$ cat src/rtl/unidad_control.sv
// rtl/unidad_control.sv - shift-add multiplier control unit (Moore FSM + iteration counter)
module unidad_control #(
    parameter int N_BITS = 3
) (
    input  logic clk,
    input  logic reset,
    input  logic inicio,
    input  logic q0,
    output logic carga_ini,
    output logic clr_a,
    output logic carga,
    output logic desplaza,
    output logic ocupado,
    output logic fin
);

    localparam int CW = $clog2(N_BITS + 1);
    localparam logic [CW-1:0] C_ULTIMO = CW'(N_BITS - 1);

    typedef enum logic [2:0] {
        REPOSO   = 3'd0,
        INICIO   = 3'd1,
        TEST     = 3'd2,
        SUMA     = 3'd3,
        DESPLAZA = 3'd4,
        FIN      = 3'd5
    } estado_t;

    estado_t         r_estado;
    logic [CW-1:0]   r_cnt;

    // State sequencing and iteration count; the last shift exits to FIN so cnt never wraps
    always_ff @(posedge clk or negedge reset) begin
        if (!reset) begin
            r_estado <= REPOSO;
            r_cnt    <= '0;
        end else begin
            case (r_estado)
                REPOSO: begin
                    if (inicio) r_estado <= INICIO;
                end
                INICIO: begin
                    r_cnt    <= '0;
                    r_estado <= TEST;
                end
                TEST: begin
                    r_estado <= q0 ? SUMA : DESPLAZA;
                end
                SUMA: begin
                    r_estado <= DESPLAZA;
                end
                DESPLAZA: begin
                    r_cnt    <= r_cnt + 1'b1;
                    r_estado <= (r_cnt == C_ULTIMO) ? FIN : TEST;
                end
                FIN: begin
                    // Holding inicio keeps us here so a run only restarts after inicio drops
                    if (!inicio) r_estado <= REPOSO;
                end
                default: begin
                    r_estado <= REPOSO;
                end
            endcase
        end
    end

    // Moore decode: outputs depend only on the current state, so reset clears them at once
    always_comb begin
        carga_ini = (r_estado == INICIO);
        clr_a     = (r_estado == INICIO);
        carga     = (r_estado == SUMA);
        desplaza  = (r_estado == DESPLAZA);
        ocupado   = (r_estado == INICIO) || (r_estado == TEST) ||
                    (r_estado == SUMA)   || (r_estado == DESPLAZA);
        fin       = (r_estado == FIN);
    end

endmodule

$ cat config.mk
export PLATFORM = sky130hd
export DESIGN_NAME = unidad_control
export DESIGN_NICKNAME = d
export VERILOG_FILES = /design/src/rtl/unidad_control.sv
export SDC_FILE = /design/constraint.sdc
export NUM_CORES = 1
export LEC_CHECK = 0
export CORE_AREA = 2 2 39 41
export DETAILED_ROUTE_END_ITERATION = 7
export DIE_AREA = 0 0 41 43
export GPL_TIMING_DRIVEN = 0
export SYNTH_ARGS = -nofsm -noshare
export SYNTH_HDL_FRONTEND = slang
export SYNTH_SLANG_ARGS = --single-unit
$ cat constraint.sdc
create_clock -name clk -period 1.37 [get_ports clk]
set_input_delay 0.2055 -clock clk [delete_from_list [all_inputs] [get_ports clk]]
set_output_delay 0.2055 -clock clk [all_outputs]
set_load 0.01 [all_outputs]
# Yosys cells after proc, flatten, opt, wreduce, memory -nomap -nowiden
# Cells that the tools add are included.
# W data, S select, Z words.
dict set report totals {
  word_cells 23
  ff_bits 5
  ram_bits 0
  n_memories 0
  mem_bits_ro 0
  latchBits 0
}
dict set report classes {
  bitwise 0
  n_shift 0
  eq_ne 8
  n_mux 6
  multipliers 0
  reduce_logical 6
  n_addsub 1
  n_lt_le_gt_ge 0
  n_div 0
}
# cell count
set ops {}
lappend ops {{$pmux W3 S6} 1}
lappend ops {{$mux W3} 4}
lappend ops {{$eq A3 B2 Y1 const B} 2}
lappend ops {{$eq A3 B3 Y1 const B} 2}
lappend ops {{$ne A2 B2 Y1 const B} 2}
lappend ops {{$pmux W2 S2} 1}
lappend ops {{$eq A3 B1 Y1 const B} 1}
lappend ops {{$logic_not A3 Y1} 1}
lappend ops {{$logic_or A1 B1 Y1} 3}
lappend ops {{$add A2 B1 Y2 const B} 1}
lappend ops {{$eq A2 B2 Y1 const B} 1}
lappend ops {{$reduce_and A2 Y1} 1}
lappend ops {{$reduce_bool A2 Y1} 1}

# Logic depth before layout (Yosys ltp)
# Gate-level depths: netlist of run 1.
dict set report logic_depth {
  ltp_word 4
  depth_mapped 4
}

# Worst setup path after synthesis of run 1
# Ideal clock, no wire load.
dict set report synth_timing {
  path_type {reg-to-output}
  start {reg r_estado[2]}
  end {out clr_a}
  path_stages_with_launch 4
  path_buffers 2
  setup_slack_ns 0.013
  arrival_time_ns 1.151
  required_ns 1.165
  path_cell_list {dfrtp_1 > buf_6 > nor3b_1 > buf_4}
}
dict set report synth_between {
  elab_chain_cells 1
}
# item line_no
set synth_lines {}
lappend synth_lines {{from (decl)} 29} ;# estado_t r_estado;
lappend synth_lines {{from (signal assigned)} 47} ;# r_estado <= q0 ? SUMA : DESPLAZA;
lappend synth_lines {{from (signal assigned)} 54} ;# r_estado <= (r_cnt == C_ULTIMO) ? FIN : TEST;
lappend synth_lines {{$eq A3 B1 Y1} --}
lappend synth_lines {{to (decl)} 10} ;# output logic clr_a,
# No other way between the ends.

# Worst setup path in the final report of run 1
dict set report layout_timing {
  start {reg r_estado[1]}
  end {out clr_a}
}
dict set report layout_between {
  elab_chain_cells 1
}
# item line_no
set layout_lines {}
lappend layout_lines {{$eq A3 B1 Y1} 70} ;# clr_a = (r_estado == INICIO);
# No other way between the ends.

==> results of run 1 <==
[placed cells by master, fill, tap and decap left out]
cell type,instances
buf_2,5
dfrtp_1,5
ha_2,1
o311ai_1,1
mux2i_1,1
clkdlybuf4s50_1,3
nor3b_4,1
nor2_4,1
buf_4,13
nand4_1,1
a211o_1,2
or4b_4,1
or3b_1,1
and2_1,1
nor3b_1,2
buf_6,5
a21o_2,1
clkbuf_4,3
and3b_1,1
inv_1,2
nand4b_1,1
nor4b_1,2
or4bb_1,2
nand3b_1,2
clkbuf_1,1
xnor2_2,1
[worst max-delay path, delay by kind of cell, from the launching register on]
kind	cells	cell delay [ps]
flip-flops	1	380
AND/OR/NAND/NOR	1	210
buffers and inverters	3	370
[synthesized netlist by cell type]
cell / number
dfrtp_1: 5
nor3b_1: 3
a211o_1: 2
buf_4: 2
buf_6: 2
inv_1: 2
nand3b_1: 2
nor4b_1: 2
or4bb_1: 2
a21o_2: 1
and2_1: 1
and3b_1: 1
ha_1: 1
mux2i_1: 1
nand4_1: 1
nand4b_1: 1
nor2_1: 1
o311ai_1: 1
or3b_1: 1
or4b_1: 1
xnor2_1: 1
[worst paths after layout]
kind,cells past startpoint,endpoint,slack (ps),startpoint
worst max-delay path,4,clr_a,-30,r_estado[1]$_DFFE_PN0P_
worst min-delay path,1,r_estado[1]$_DFFE_PN0P_,180,reset
worst max register to register,4,r_estado[1]$_DFFE_PN0P_,40,r_estado[1]$_DFFE_PN0P_
worst min register to register,1,r_cnt[1]$_DFFE_PN0P_,520,r_cnt[1]$_DFFE_PN0P_
max in group asynchronous,1,r_cnt[0]$_DFFE_PN0P_,1010,reset
min in group clk,1,r_cnt[1]$_DFFE_PN0P_,520,r_cnt[1]$_DFFE_PN0P_
[what timing repair did]
action,in CTS,in global routing
resized for setup,31,4
setup endpoints to repair,6,7
pin swaps,2,2
setup buffers,11,2
endpoints found under the hold margin,0,0
[metal layers]
layer  GRT usage, %  up-vias  part of all wire [%]
li1               -      181                     -
met1          13.20      165                    41
met2          20.00        8                    54
met3          3.141        2                   4.1
met4          12.00        0                  0.63
met5              0        -                     0
[kinds of logic after synthesis]
logic type	after synthesis
mux	1
compound gates	4
xor+xnor	1
buf+inv	6
fa+ha+maj	1
flops	5
simple gates	16
[registers in the layout, indices dropped and copies added, names as in the netlist]
register and flops:
r_cnt 2, r_estado 3
[per-stage QoR]
stage               cells  instance area, um^2  power [mW]
floorplan              34                366.6      0.6862
global placement       59                476.7      0.9066
detailed placement     59                476.7      0.9090
CTS                    74                584.3       1.268
global route           76                616.8       1.472
finish                 76                616.8       1.366
[final cells by class]
class                      count  area [um^2]
buffer                         4        41.29
clock buffer                   4        26.28
timing repair buffer          22        167.7
fill                         144        767.0
sequential                     5        125.1
tap                           16        20.02
inverter                       2        7.507
multi-input combinational     23        229.0
[power groups by stage]
stage / sequential (mW) / combinational [mW] / clock (mW)
finish: 0.261 / 0.942 / 0.164
global placement: 0.277 / 0.629 / 0
detailed placement: 0.277 / 0.632 / 0
global route: 0.267 / 1.02 / 0.183
CTS: 0.257 / 0.840 / 0.171
floorplan: 0.260 / 0.426 / 0
==> impl_results.md, run 1 <==
- Outcome: complete, but fails checks
- Failing checks: setup timing
- Worst-margin pin slew: 243.2 ps
- Slew headroom: about 84%
- Skew final: ~0.063 ps
- GRT Residual Overflow: 0
- Final-report hold violation count: 0
- Site row count: 14
- Xor/xnor share of the synthesized area: under 10%
- # setup viols final: 2
- # IOs: 10
- Port bufs: 9
- Synth Area in Compound Gates: a little under a tenth
- Logic pwr share: 68.9%
- Register area share after synthesis: around 34%
- Core ar.: ~1400 um^2
- 1st-pass router iterations: 3
- CP cell instances: buf_6, nor3b_4, buf_4, buf_6
- Vias per std cell: between 4 and 5
- Crit Path Class: reg2out
- Final core utilization: 44.57%
- HP Class: in2async
- Dpl hpwl: a little under 500 um
- Setup total negative slack: -28.61 ps
- Largest cells by area after synthesis: dfrtp_1 (34%), buf_6 (6.1%), nor3b_1 (6.1%)
- Adder and majority gate portion of the synthesized area: 3.413%
- Final setup margin: -28.18 ps
- Clock root buffer: clkbuf_4
- Total GRT Usage: around 13%
- CP endpoint kind: output port
- TritonCTS clock tree: yes
- Num Clock Sinks: 5
- TritonCTS Buffers: 3
- Crit path top cell by count: buf_6
- Clk pwr share: roughly an eighth
- WHS: around 180 ps
- Number of global-route vias before repair: 369
- Synth top area share: 34.13%
- Post-Synthesis Net Count: 39
- Clk slew on worst S/H paths: roughly 40 ps
- Tmin final: 1398 ps
- Worst-Skew Late Latency: 230 ps
- Critical Path Fanout Max: 5
- Final period utilization: 102.1%
- Slowest-stage cell, CP: dfrtp_1
- Die X: ~40 um
- Layout cells sized above 1: between 50% and 60%
- Dominant cell type by area after synthesis: dfrtp_1
- VDD IR max: ~0.9 mV
- Critical Path RT: 1160 ps
- Placement Setup Slack: -405.7 ps
- Leakage power: roughly 0.31 nW
- CP Launch Type: register
- Per-cell routed wire length: about 13 um
- Hold_buf cts: 0
- Clock Tree Buf Depth: 2
- Internal: a little under 900 uW
- Max-cap violation count: 0
- Drt initial violations: 2
- GPL Wtd Cong: around 0.66
- H-tree levels: 1
- Combinational family with the most area after synthesis: simple AND/OR/NAND/NOR gates
- Die Span Y: roughly 43 um
- Antenna diodes: 0
- Crit path arrival time: ~1200 ps
- #FFs+latches synth: 5
- Simple-gate share of the synthesized area: a little over a third
- Final max-slew violation count: 0
- Sequential power share: a little under a fifth
- CP max stage delay: 380 ps
- Initial Util: around a quarter
- Via count: between 300 and 400
- Largest net degree at the start of global routing: 7
- Detail Route Antenna Nets: 0
- Area delta synth->final: 68.26%
- Yosys warning count: 0
- Gate Count Post-Synth: 34
- P_sw: a little under 500 uW
- Fmax: about 0.72 GHz
- Post-synthesis mux area share: ~2.7%
- First-pass GRT wire length: approximately 1500 um
- Fin nets: between 60 and 70
- Synth cell types: 21
- Synth Cell Area: roughly 370 um^2
- Unrepaired setup endpoints after global routing: true
- Power density cells: approximately 2200 nW/um^2
- Drt drc: 0
- Die area: between 1500 and 2000 um^2
- Syn Area/Cell: approximately 11 um^2
- Sw frac: between 30% and 40%
- Initial antenna violation count: 0
- Final Routed Wirelength: 959 um
No activity file was read; power rests on OpenSTA's default activity.
==> run 2, diff against run 1 <==
--- a/config.mk
+++ b/config.mk
@@ -9,6 +9,7 @@
 export DETAILED_ROUTE_END_ITERATION = 7
 export DIE_AREA = 0 0 41 43
 export GPL_TIMING_DRIVEN = 0
+export RECOVER_POWER = 25
 export SYNTH_ARGS = -nofsm -noshare
 export SYNTH_HDL_FRONTEND = slang
 export SYNTH_SLANG_ARGS = --single-unit
==> impl_results.md, run 2 (same netlist as run 1, synthesis figures left out) <==
- Max reg flops: 3
- Largest net degree at the start of global routing: 7
- Crit Path Class: reg2out
- Detail Route Antenna Nets: 0
- Crit path arrival time: roughly 1200 ps
- Largest register by flop count: r_estado
- Layout cells sized above 1: a little over half
- Critical Path RT: roughly 1200 ps
- Critical Path Fanout Max: 5
- Skew final: 0.06289 ps
- GPL Wtd Cong: between 0.6 and 0.7
- Num Clock Sinks: 5
- Die Span Y: roughly 43 um
- Max-cap violation count: 0
- Leakage power: roughly 0.31 nW
- Fin nets: 66
- Power density cells: around 2200 nW/um^2
- Slew headroom: a little over four fifths
- Placed cell count: between 50 and 60
- First-pass GRT wire length: around 1500 um
- Fmax: around 0.72 GHz
- Met1 GRT Util: a little over an eighth
- Power Total: 1.366 mW
- Unrepaired setup endpoints after global routing: true
- Worst reg2reg setup slack: 40 ps
- Final period utilization: 102.1%
- TritonCTS clock tree: yes
- Placement Setup Slack: -405.7 ps
- Worst R2R Start: r_estado[1]$_DFFE_PN0P_
- H-tree levels: 1
- Most frequent cells in the layout: buf_4 (13), buf_6 (5), buf_2 (5), dfrtp_1 (5), clkbuf_4 (3)
- FF/Latch Area: ~130 um^2
- Outcome: complete, but fails checks
- CP endpoint kind: output port
- Reg2Reg Depth: 4
- Critical path origin: r_estado[1]$_DFFE_PN0P_
- Biggest registers after layout: r_estado (3), r_cnt (2)
- Final setup margin: -28.18 ps
- Fillers: between 100 and 150
- Core ar.: about 1400 um^2
- Tmin final: 1398 ps
- Initial Util: between 20% and 30%
- Most common cell after layout, fill and taps aside: buf_4
- # setup viols final: 2
- Failing checks: setup timing
- Via count: about 360
- TritonCTS Buffers: 3
- HP Class: in2async
- 1st-pass router iterations: 3
- Cell Count, Final, Fillers Out: 76
- Number of global-route vias before repair: around 370
- Per-cell routed wire length: ~13 um
- VDD IR max: between 0.9 and 1 mV
- Final Routed Wirelength: 959 um
- GRT Residual Overflow: 0
- GR peak layer: met2
- Worst-Skew Late Latency: roughly 230 ps
- Area occupied by multi-input gates: around 230 um^2
- CP endpoint: clr_a
- GR Util met3: ~3.1%
- Worst reg2reg endpoint: r_estado[1]$_DFFE_PN0P_
- Antenna diodes: 0
- Area delta synth->final: 68.26%
- Port bufs: 9
- Final max-slew violation count: 0
- Die X: slightly above 40 um
- Worst-margin pin slew: ~240 ps
- Initial antenna violation count: 0
- Clk slew on worst S/H paths: about 40 ps
- Die area: 1763 um^2
- CP Launch Type: register
- # IOs: 10
- Clock root buffer: clkbuf_4
- Dpl hpwl: about 480 um
- Clock Tree Buf Depth: 2
- Site row count: 14
- Vias per std cell: approximately 4.7
- Drt drc: 0
- Met2 usage: 20.00%
- Final-report hold violation count: 0
- Total GRT Usage: 12.96%
- Drt initial violations: 2
==> run 2: area by class of cell <==
| type | instances | area share, % |
|---|---|---|
| Sequential cell | 5 | 20.28 |
| Multi-Input combinational cell | 23 | 37.12 |
| Buffer | 4 | 6.694 |
| Inverter | 2 | 1.217 |
| Timing Repair Buffer | 22 | 27.18 |
| Tap cell | 16 | 3.245 |
| Clock buffer | 4 | 4.260 |
==> run 2: layer usage <==
layer | routed length [um] | part of all wire [%] | up-vias
met5 | 0 | 0 | -
met3 | 39 | 4.1 | 2
met2 | 522 | 54 | 8
met1 | 390 | 41 | 165
met4 | 6 | 0.63 | 0
li1 | - | - | 181
==> run 2: worst max-delay path: stages (launching register included) <==
cell     delay (ps)
dfrtp_1         380
buf_6           140
nor3b_4         210
buf_4           140
buf_6            90
==> run 2: how the worst min path moves through the flow <==
| stage | endpoint | depth (start not counted) | from |
|---|---|---|---|
| final | r_estado[1]$_DFFE_PN0P_ | 1 | reset |
| after global routing | r_cnt[1]$_DFFE_PN0P_ | 1 | reset |
| after CTS | r_estado[1]$_DFFE_PN0P_ | 1 | reset |
| after detailed placement | r_estado[1]$_DFFE_PN0P_ | 1 | reset |
| after global placement | r_estado[1]$_DFFE_PN0P_ | 1 | reset |
| after floorplan | r_cnt[0]$_DFFE_PN0P_ | 0 | reset |
==> run 2: power by group <==
part           switching, mW  internal, mW  total [mW]
Sequential            0.0487         0.212       0.261
Combinational          0.386         0.556       0.941
Clock                 0.0538         0.110       0.164
==> run 2: per-stage QoR <==
| stage | instance area [um^2] | setup TNS (ps) | hold WS [ps] | utilization (%) |
|---|---|---|---|---|
| finish | 616.8 | -28.61 | 254.2 | 44.57 |
| global route | 616.8 | -253.5 | 265.9 | 44.57 |
| CTS | 584.3 | -41.95 | 179.8 | 42.22 |
| detailed placement | 476.7 | -1451 | 438.2 | 34.45 |
| global placement | 476.7 | -1483 | 437.2 | 34.45 |
| floorplan | 366.6 | 0 | -90.09 | - |
==> run 2: what timing repair did <==
item,in CTS,in global routing
setup buffers,11,2
endpoints found under the setup margin,6,7
hold buffers,0,0
pin swaps,2,2
resized for setup,31,4
==> run 3, diff against run 2 <==
==> constraint.sdc (replaced) <==
create_clock -name clk -period 1.8 [get_ports clk]
set_input_delay 0.27 -clock clk [delete_from_list [all_inputs] [get_ports clk]]
set_output_delay 0.27 -clock clk [all_outputs]
set_load 0.01 [all_outputs]
==> impl_results.md, run 3 (same netlist as run 1, synthesis figures left out) <==
- Setup total negative slack: 0 ps
- Fmax: just under 0.6 GHz
- Power density cells: roughly 1600 nW/um^2
- Number of global-route vias before repair: between 200 and 300
- Hold_buf cts: 0
- First-pass GRT wire length: ~1200 um
- Core ar.: roughly 1400 um^2
- VDD IR max: around 0.62 mV
- Die area: 1763 um^2
- Site row count: 14
- Internal: roughly 520 uW
- Initial antenna violation count: 0
- P_sw: slightly above 300 uW
- Crit path arrival time: 1410 ps
- Largest register by flop count: r_estado
- CP max stage delay: between 300 and 400 ps
- Worst-Skew Late Latency: about 230 ps
- Logic pwr share: between 60% and 70%
- 1st-pass router iterations: 2
- Most frequent cells in the layout: dlygate4sd2_1 (6), dfrtp_1 (5), buf_4 (4)
- Max reg flops: 3
- Drt drc: 0
- Sequential power share: around a quarter
- Fin nets: between 50 and 60
- Critical Path RT: ~1500 ps
- Detail Route Antenna Nets: 0
- Final max-slew violation count: 0
- # IOs: 10
- Most common cell after layout, fill and taps aside: dlygate4sd2_1
- Clk pwr share: between 15 and 20%
- Tmin final: 1680 ps
- Sw frac: between 30% and 40%
- Initial Util: approximately a quarter
- Outcome: finished clean
- Final Routed Wirelength: slightly above 700 um
- Die X: just over 40 um
- CP cell instances: buf_4, nor3b_4, buf_4, dlygate4sd2_1
- CP endpoint kind: output port
- Area delta synth->final: 43.00%
- Clock root buffer: clkbuf_4
- Clock Tree Buf Depth: 2
- GRT Residual Overflow: 0
- Vias per std cell: 5.015
- Critical Path Fanout Max: 10
- Worst-margin pin slew: between 200 and 250 ps
- WHS: ~320 ps
- Layout cells sized above 1: 24.49%
- Antenna diodes: 0
- TritonCTS Buffers: 3
- Unrepaired setup endpoints after global routing: false
- Largest net degree at the start of global routing: 11
- Power Total: a little over 800 uW
- Crit path top cell by count: buf_4
- Slowest-stage cell, CP: dfrtp_1
- Skew final: 0.06289 ps
- H-tree levels: 1
- Drt initial violations: 3
- Via count: 326
- Per-cell routed wire length: roughly 11 um
- Crit Path Class: reg2out
- Final period utilization: slightly above 90%
- Slew headroom: 83.44%
- Die Span Y: about 43 um
- Num Clock Sinks: 5
- Port bufs: 9
- GPL Wtd Cong: 0.6575
- Biggest registers after layout: r_estado (3), r_cnt (2)
- CP Launch Type: register
- Final-report hold violation count: 0
- Total GRT Usage: 10.12%
- HP Class: in2async
- Dpl hpwl: 481.9 um
- Clk slew on worst S/H paths: ~40 ps
- Leakage power: roughly 0.26 nW
- Max-cap violation count: 0
- # setup viols final: 0
- TritonCTS clock tree: yes
## run 3: routing by layer
layer | wire, um | part of all wire, % | vias up | GRT usage (%)
li1 | - | - | 163 | -
met1 | 323 | 45 | 153 | 11.55
met2 | 346 | 49 | 8 | 14.69
met3 | 35 | 4.9 | 2 | 3.141
met4 | 6 | 0.84 | 0 | 8.000
met5 | 0 | 0 | - | 0
## run 3: critical path: cells and delay by family (launching register included)
kind / cells / cell delay, ps
DFF: 1 / 390
and+or+nand+nor: 1 / 220
buffers and inverters: 3 / 570
## run 3: layout make-up
type / count / area, um^2
multi-input combinational: 23 / 210.2
sequential: 5 / 125.1
inverter: 2 / 7.507
buffer: 4 / 37.54
clock buffer: 4 / 26.28
timing repair buffer: 11 / 97.59
tap: 16 / 20.02
fill: 142 / 859.6
## run 3: power groups by stage
| stage | clock network [mW] | logic [mW] | registers (mW) |
|---|---|---|---|
| 2_1_floorplan | 0 | 0.324 | 0.198 |
| 3_3_place_gp | 0 | 0.479 | 0.211 |
| 3_5_place_dp | 0 | 0.481 | 0.211 |
| 4_1_cts | 0.130 | 0.508 | 0.197 |
| 5_1_grt | 0.139 | 0.557 | 0.205 |
| 6_report | 0.124 | 0.502 | 0.199 |
## run 3: repair_timing
item	in CTS	in global routing
buffers inserted	2	0
resized for setup	9	0
endpoints found under the hold margin	0	0
endpoints found under the setup margin	5	0
## run 3: worst paths after layout
kind | start | to | slack [ps] | depth (start not counted)
min reg2reg | r_cnt[1]$_DFFE_PN0P_ | r_cnt[1]$_DFFE_PN0P_ | 510 | 1
max in group asynchronous | reset | r_cnt[0]$_DFFE_PN0P_ | 1300 | 1
min in group clk | r_cnt[1]$_DFFE_PN0P_ | r_cnt[1]$_DFFE_PN0P_ | 510 | 1
max reg2reg | r_cnt[0]$_DFFE_PN0P_ | r_estado[2]$_DFFE_PN0P_ | 500 | 4
min | reset | r_estado[1]$_DFFE_PN0P_ | 320 | 1
max | r_estado[1]$_DFFE_PN0P_ | clr_a | 120 | 4
## run 3: stage by stage
step | util [%] | worst slack, ps | instances | instance area (um^2)
final | 37.88 | 119.7 | 65 | 524.3
after global routing | 37.88 | 28.15 | 65 | 524.3
after detailed placement | 34.45 | -40.18 | 59 | 476.7
after CTS | 37.88 | 115.9 | 65 | 524.3
after floorplan | - | 378.8 | 34 | 366.6
after global placement | 34.45 | -51.33 | 59 | 476.7
